### config.mk
export PLATFORM = sky130hd
export DESIGN_NAME = fp_mul_seq
export DESIGN_NICKNAME = d
export VERILOG_FILES = /design/src/rtl/fp_mul_seq.sv
export SDC_FILE = /design/constraint.sdc
export NUM_CORES = 1
export LEC_CHECK = 0
export BUFFER_PORTS_ARGS = -buffer_cell sky130_fd_sc_hd__buf_4
export CAP_MARGIN = 20
export CORE_UTILIZATION = 55
export CTS_BUF_LIST = sky130_fd_sc_hd__clkbuf_8 sky130_fd_sc_hd__clkbuf_16
export CTS_CLUSTER_SIZE = 24
export DETAILED_ROUTE_END_ITERATION = 12
export PLACE_DENSITY = 0.83
export RECOVER_POWER = 50
export REMOVE_ABC_BUFFERS = 1
export SETUP_SLACK_MARGIN = 0.1
export SLEW_MARGIN = 30
export SYNTH_ARGS = -nofsm -noshare
export SYNTH_HDL_FRONTEND = slang
export SYNTH_SLANG_ARGS = --single-unit
### constraint.sdc
create_clock -name clk -period 4.6 [get_ports clk]
set_clock_uncertainty 0.05 [all_clocks]
set_input_delay 0.46 -clock clk [delete_from_list [all_inputs] [get_ports clk]]
set_output_delay 0.46 -clock clk [all_outputs]
set_load 0.02 [all_outputs]
### src/rtl/fp_mul_seq.sv
// Sequential single-precision multiplier: one significand bit per cycle (shift-add),
// truncating normalisation, saturate on overflow, flush to +0 on underflow or zero inputs.
module fp_mul_seq #(
    parameter int BIAS  = 127,
    parameter int MBITS = 24
) (
    input  logic        clk,
    input  logic        rst,
    input  logic        start,
    input  logic [31:0] A_FP,
    input  logic [31:0] B_FP,
    output logic        busy,
    output logic        done,
    output logic [31:0] product
);

    localparam int PW = 2 * MBITS;
    localparam int CW = $clog2(MBITS);

    typedef enum logic [1:0] {
        IDLE,
        MULT,
        NORM
    } state_t;

    state_t            state_q, state_d;
    logic              busy_q, busy_d;
    logic              done_q, done_d;
    logic [31:0]       product_q, product_d;
    logic [PW-1:0]     p_q, p_d;
    logic [CW-1:0]     cnt_q, cnt_d;
    logic              sign_q, sign_d;
    logic [7:0]        ea_q, ea_d;
    logic [7:0]        eb_q, eb_d;
    logic [MBITS-1:0]  fa_q, fa_d;
    logic [MBITS-1:0]  fb_q, fb_d;
    logic [PW-1:0]     addend;

    // Exponent arithmetic is 10-bit signed so that both overflow past 254 and
    // underflow below 1 are visible before packing.
    function automatic logic [31:0] pack_result(input logic s, input logic [PW-1:0] p,
                                                input logic [7:0] ea, input logic [7:0] eb);
        logic signed [9:0] e;
        logic [MBITS-2:0]  mant;
        e = $signed({2'b00, ea}) + $signed({2'b00, eb}) - $signed(10'(BIAS));
        if (p[PW-1]) begin
            mant = p[PW-2 -: MBITS-1];
            e    = e + 10'sd1;
        end else begin
            mant = p[PW-3 -: MBITS-1];
        end
        if (e >= 10'sd255)
            pack_result = {s, 8'hFE, {(MBITS-1){1'b1}}};
        else if (e <= 10'sd0)
            pack_result = '0;
        else
            pack_result = {s, e[7:0], mant};
    endfunction

    assign addend = {{MBITS{1'b0}}, fa_q} << cnt_q;

    always_comb begin
        state_d   = state_q;
        busy_d    = busy_q;
        done_d    = 1'b0;
        product_d = product_q;
        p_d       = p_q;
        cnt_d     = cnt_q;
        sign_d    = sign_q;
        ea_d      = ea_q;
        eb_d      = eb_q;
        fa_d      = fa_q;
        fb_d      = fb_q;
        case (state_q)
            IDLE: begin
                if (start) begin
                    sign_d = A_FP[31] ^ B_FP[31];
                    ea_d   = A_FP[30:23];
                    eb_d   = B_FP[30:23];
                    fa_d   = {1'b1, A_FP[MBITS-2:0]};
                    fb_d   = {1'b1, B_FP[MBITS-2:0]};
                    p_d    = '0;
                    cnt_d  = '0;
                    // Zero and subnormal operands complete immediately as +0.
                    if (A_FP[30:23] == 8'd0 || B_FP[30:23] == 8'd0) begin
                        product_d = '0;
                        done_d    = 1'b1;
                        busy_d    = 1'b0;
                    end else begin
                        busy_d  = 1'b1;
                        state_d = MULT;
                    end
                end
            end
            MULT: begin
                if (fb_q[cnt_q])
                    p_d = p_q + addend;
                cnt_d = cnt_q + 1'b1;
                if (cnt_q == CW'(MBITS - 1))
                    state_d = NORM;
            end
            NORM: begin
                product_d = pack_result(sign_q, p_q, ea_q, eb_q);
                done_d    = 1'b1;
                busy_d    = 1'b0;
                state_d   = IDLE;
            end
            default: begin
                state_d = IDLE;
                busy_d  = 1'b0;
            end
        endcase
    end

    always_ff @(posedge clk or posedge rst) begin
        if (rst) begin
            state_q   <= IDLE;
            busy_q    <= 1'b0;
            done_q    <= 1'b0;
            product_q <= '0;
            p_q       <= '0;
            cnt_q     <= '0;
        end else begin
            state_q   <= state_d;
            busy_q    <= busy_d;
            done_q    <= done_d;
            product_q <= product_d;
            p_q       <= p_d;
            cnt_q     <= cnt_d;
        end
    end

    // Operand registers are only meaningful after an accept, so they carry no reset.
    always_ff @(posedge clk) begin
        sign_q <= sign_d;
        ea_q   <= ea_d;
        eb_q   <= eb_d;
        fa_q   <= fa_d;
        fb_q   <= fb_d;
    end

    assign busy    = busy_q;
    assign done    = done_q;
    assign product = product_q;

endmodule

# After elaboration in Yosys (flattened, before gate mapping)
# Index checks and enable logic that the tools add are counted.
totals:
  register_bits: 152
  latchBits: 0
  mem_bits_rw: 0
  romBits: 0
  in_bits: 67
  word_cells: 67
  memories: 0
classes:
  add_sub_neg: 5
  n_mul: 0
  n_div: 0
  magnitude_cmp: 3
  n_eq_ne: 8
  n_shift: 1
  mux: 25
  bitwise: 2
  reduce_logical: 12
ops:
  columns: ["op", "n"]
  rows:
  - ["2-to-1 mux 32 bit", 4]
  - ["2-to-1 mux 48 bit", 2]
  - ["one-hot mux 48 bit (2 select lines)", 1]
  - ["one-hot mux 32 bit (2 select lines)", 1]
  - ["adder 48 bit", 1]
  - ["<< shifter 24 x 5 -> 48 bit", 1]
  - ["2-to-1 mux 23 bit", 1]
  - ["2-to-1 mux 10 bit", 2]
  - ["logical NOT 8 bit", 2]
  - ["adder 10 x 2 -> 10 bit, second input constant", 1]
  - ["greater-or-equal comparator 10 x 9 -> 1 bit, second input constant", 1]
  - ["<= comparator 10 x 1 -> 1 bit, second input constant", 1]
  - ["!= test 2 bit, second input constant", 5]
  - ["one-hot mux 5 bit (2 select lines)", 1]
  - ["subtractor 9 x 7 -> 10 bit, second input constant", 1]
  - ["adder 8 x 8 -> 9 bit", 1]
  - ["AND reduction 3 bit", 3]
  - ["< comparator 5 x 6 -> 1 bit, second input constant", 1]
  - ["2-to-1 mux 2 bit", 3]
  - ["AND reduction 2 bit", 3]
  - ["adder 5 x 1 -> 5 bit, second input constant", 1]
  - ["binary-select mux 1 bit (select 5 bit)", 1]
  - ["== test 5 bit, second input constant", 1]
  - ["2-to-1 mux 1 bit", 5]
  - ["10 further kinds", 12]

# Logic depth before layout (Yosys ltp)
depth:
  ltp_word: 9
  ltp_mapped: 22
  depth_no_buf: 19

# Least setup slack after synthesis
# No wires, ideal clock.
synth_timing:
  path_type: "register to register"
  from: "reg cnt_q[0]"
  to: "reg p_q[43]"
  setup_ns: 0.133
  arrival_ns: 4.568
  t_required_ns: 4.417
  setup_slack_ns: -0.151
  stages_incl_launch_ff: 21
  synth_period_minus_slack_ns: 4.751
  cell_sequence: "dfrtp_1 buf_2 buf_2 clkbuf_1 mux4_2 nand2_1 nand2_1 o21ai_0 o22ai_1 ha_1 a21oi_1 nor2_1 a2111oi_2 o21ai_0 a22o_1 a21oi_2 o31ai_1 a221o_1 a21oi_2 xor2_1 o21ai_0"
synth_via:
  elab_chain_len: 4
  elab_cells_between_ends: 8
  cone_classes: "add/sub (1); eq/ne (1); shift (1); mux (4); reduce/logical (1)"
synth_rtl:
  columns: ["item", "line", "text"]
  rows:
  - ["from (decl)", "31", "logic [CW-1:0] cnt_q, cnt_d;"]
  - ["from (signal assigned)", "129", "cnt_q <= cnt_d;"]
  - ["<< shifter 24 x 5 -> 48 bit / binary-select mux 1 bit (select 5 bit) (equally long branches)", "60, 96", null]
  - ["adder 48 bit / 2-to-1 mux 1 bit (equally long branches)", "97, 96", null]
  - ["2-to-1 mux 48 bit / != test 2 bit (equally long branches)", null, null]
  - ["one-hot mux 48 bit (2 select lines) / AND reduction 3 bit (equally long branches)", null, null]
  - ["to (signal assigned)", "128", "p_q <= p_d;"]
  - ["to (decl)", "30", "logic [PW-1:0] p_q, p_d;"]
# Several ways; a longest one is shown, not always the timed one. The select of a mux whose other input is x is not followed.
# A chain may end at the register's enable or synchronous reset.

# Final worst setup path
layout_timing:
  from: "reg cnt_q[1]"
  to: "reg p_q[45]"
# The elaborated chain is that of the path after synthesis.

==> impl_metrics.json <==
{
  "numCtsBuffers": 17,
  "drcViolationCount": 5,
  "synth_most_common_cell": "nand2_1",
  "ys_ff_latch": 152,
  "worst_pin_slew_ns": 2.24,
  "antenna_found_initial": 0,
  "die_x_um": 139,
  "grt_overflow": 0,
  "finalCriticalPeriod_ns": 4.37,
  "crit_path_top_delay_cell": "dfrtp_2",
  "synth.distinct_cells": 69,
  "design.core.area_sq_um": 18200,
  "drtAntennaViolNets": 0,
  "vias": 8716,
  "diodes": 0,
  "ctsHtreeMaxLevel": 4,
  "cts_tree": "built",
  "ir_drop_mv": 0.522,
  "endpoint_kind": "flop",
  "wl_per_cell_um": 17.4,
  "rsz0062_at_grt": "true",
  "layout_setup_ws_ns": 0.226,
  "maxCapViolations": 2,
  "synth_seq_area_share_pct": 39.8,
  "path_clk_slew_ns": 0.07,
  "synth_fa_ha_area_share_pct": 8.24,
  "cts.path.max_buffers": 2,
  "swShare_pct": 47.4,
  "power_density_nw_per_um2": 850,
  "grt_pass1_wl_um": 40200,
  "synth_cells": 1091,
  "arrival_ns": 4.59,
  "ys_warn_count": 0,
  "critPathBufInv": 2,
  "final_nets": 1331,
  "ys.flop_type": "dfrtp_1",
  "initial_core_util_pct": 56.9,
  "postSynthAreaPerCell_sq_um": 9.49,
  "cts.sinks": 152,
  "cellLeakagePower_uw": 0.00521,
  "grt_pass1_vias": 8153,
  "ys_async_sr_fraction_pct": 58.6,
  "synth_area_sq_um": 10400,
  "die_area_sq_um": 19400,
  "synth-xor-area-share_pct": 4.54,
  "stdcell_area_sq_um": 12100,
  "yosys.area_share.simple_pct": 15.9,
  "fp-row-count": 49,
  "grt_max_degree": 49,
  "synth_top_family_by_area": "compound AO/OA/AOI/OAI gates",
  "ios": 101,
  "synth_top_cell_area_share_pct": 21.5,
  "io_buffers": 100,
  "dr.pass1.iters": 9,
  "p_int_uw": 5420,
  "wirelength_um": 25100,
  "synthTopCellsByCount": "nand2_1, dfrtp_1, o21ai_0",
  "drv_slew": 92,
  "path_max_fanout": 15,
  "worstSetupStartpointType": "flop",
  "drive_gt1_share_pct": 18.6,
  "synth_mux_area_share_pct": 10.9,
  "fin_crit_sh_pct": 95.1,
  "cts_root_buf": "clkbuf_16",
  "power_frac_comb_pct": 66.4,
  "hold_viol": 0,
  "grtUsageTotal_pct": 26.1,
  "place_area_sq_um": 11400,
  "setup_viol": 0,
  "criticalPathCategory": "reg -> reg",
  "cp_top_family": "compound AO/OA/AOI/OAI gates",
  "synth_compound_gate_area_share_pct": 17.6,
  "fillers": 1410,
  "p_clk_share_pct": 12.5,
  "preCtsSetupSlack_ns": 0.00377,
  "hold_class": "in -> reg",
  "utilization_pct": 66.7,
  "area_growth_syn_to_layout_pct": 17.2,
  "die_h_um": 139,
  "cts_hold_buf": 0,
  "netlist_top_cells_area": "dfrtp_1, edfxtp_1, ha_1",
  "crit_required_ns": 4.82,
  "yosysTopAreaCell": "dfrtp_1",
  "dr.first_iter.drc_count": 644,
  "slew_headroom_pct": -49.6,
  "fmax_ghz": 0.229,
  "path_cells": "buf_4 > clkbuf_16 > mux2i_1 > mux2i_1 > nand2_1 > nand2_1 > o21ai_0 > o22ai_1 > ha_1 > and3_1 > and3_1 > a22o_1 > a21oi_2 > o31ai_2 > a221o_1 > a21oi_1 > xor2_1 > o21ai_0",
  "hold_slack_ns": 0.168,
  "setup_tns_ns": 0,
  "power_switching_uw": 4900,
  "worstSkewPairLatency_ns": 0.44,
  "violations": "DRC, capacitance limit, slew limit",
  "vias_per_cell": 6.06,
  "slowest_delay_ns": 0.44,
  "p_seq_share_pct": 21.2,
  "dp_hpwl_um": 18200,
  "status": "finished with violations",
  "gp_congestion": 0.963,
  "synth-edff-count": 63
}
## path summary, 6_finish.rpt
check	startpoint	to	slack, ns	depth (start not counted)
worst max-delay path	cnt_q[1]	p_q[45]	0.23	18
worst min register to register	product[30]	product[30]	0.43	1
worst min-delay path	B_FP[11]	fb_q[11]	0.17	1
max in group asynchronous	rst	cnt_q[1]	0.95	3
min in group asynchronous	rst	product[7]	0.55	2
worst max register to register	cnt_q[1]	p_q[45]	0.23	18
## cells in the final DEF (no fill, tap or decap), types with 19 or more instances in the layout
cell type and count:
xnor2_1 27, clkbuf_4 57, a21o_1 28, a21oi_1 61, and2_1 32, ha_1 61
o21ai_0 76, inv_1 29, buf_4 56, clkbuf_1 22, xor2_1 23, dfrtp_1 87
o21ai_1 37, edfxtp_1 63, mux2i_1 59, clkbuf_16 19, nand2_1 153, nor2_1 60
## cells by family (layout without fill, tap and decap cells)
family | after synthesis | count (layout)
simple gates | 347 | 347
compound gates | 297 | 297
flops | 152 | 152
mux | 92 | 92
buf+inv | 84 | 203
fa+ha+maj | 67 | 67
xor+xnor | 52 | 52
## metal layers
layer	track usage [%]	wire (um)	up-vias
met1	34.7	10900	4142
met4	8.65	605	0
met2	43.2	12100	336
met3	4.54	1480	53
met5	0	0	-
li1	-	-	4185
## worst reg2reg max path, delay by kind of cell, from the launching register on
family                   cells  cell delay [ns]
AND/OR/NAND/NOR              4             0.65
XOR/XNOR                     1             0.15
flip-flops                   1             0.44
buffers and inverters        2             0.32
AO/OA/AOI/OAI                8             1.86
adder cells (fa/ha/maj)      1             0.39
multiplexers                 2             0.35
## power by group through the flow
stage	registers [uW]	clock network, uW	logic (uW)
6_report	2180	1290	6850
3_3_place_gp	2180	0	6270
5_1_grt	2230	1370	7470
4_1_cts	2170	1310	6500
3_5_place_dp	2200	0	6390
2_1_floorplan	2410	0	4440
## stage by stage
step / instances / total power (uW)
6_report: 1439 / 10300
5_1_grt: 1439 / 11100
4_1_cts: 1426 / 9980
3_5_place_dp: 1393 / 8590
3_3_place_gp: 1393 / 8450
2_1_floorplan: 1038 / 6840
## repair_timing
| action | CTS | global route |
|---|---|---|
| hold endpoints to repair | 0 | 0 |
| gates resized for setup | 2 | 30 |
| buffers inserted | 1 | 11 |
| gates cloned | 0 | 2 |
| pin swaps | 2 | 7 |
| setup endpoints to repair | 3 | 15 |
## flip-flops by register name (all words and copies together) (netlist names)
signal,cells
fb_q,23
ea_q,8
p_q,48
done,1
product,32
eb_q,8
fa_q,23
sign_q,1
state_q,2
busy,1
cnt_q,5
## area by class of cell
| type | instances | area [sq um] | share of cell area [%] |
|---|---|---|---|
| multi-input cells | 855 | 6030 | 49.6 |
| flip-flops and latches | 152 | 4120 | 33.9 |
| repair buffers | 140 | 1040 | 8.57 |
| clock buffers | 18 | 439 | 3.62 |
| well taps | 229 | 287 | 2.36 |
| inverters | 31 | 125 | 1.03 |
| clock inverters | 14 | 100 | 0.824 |
No activity file was read; power rests on OpenSTA's default activity.
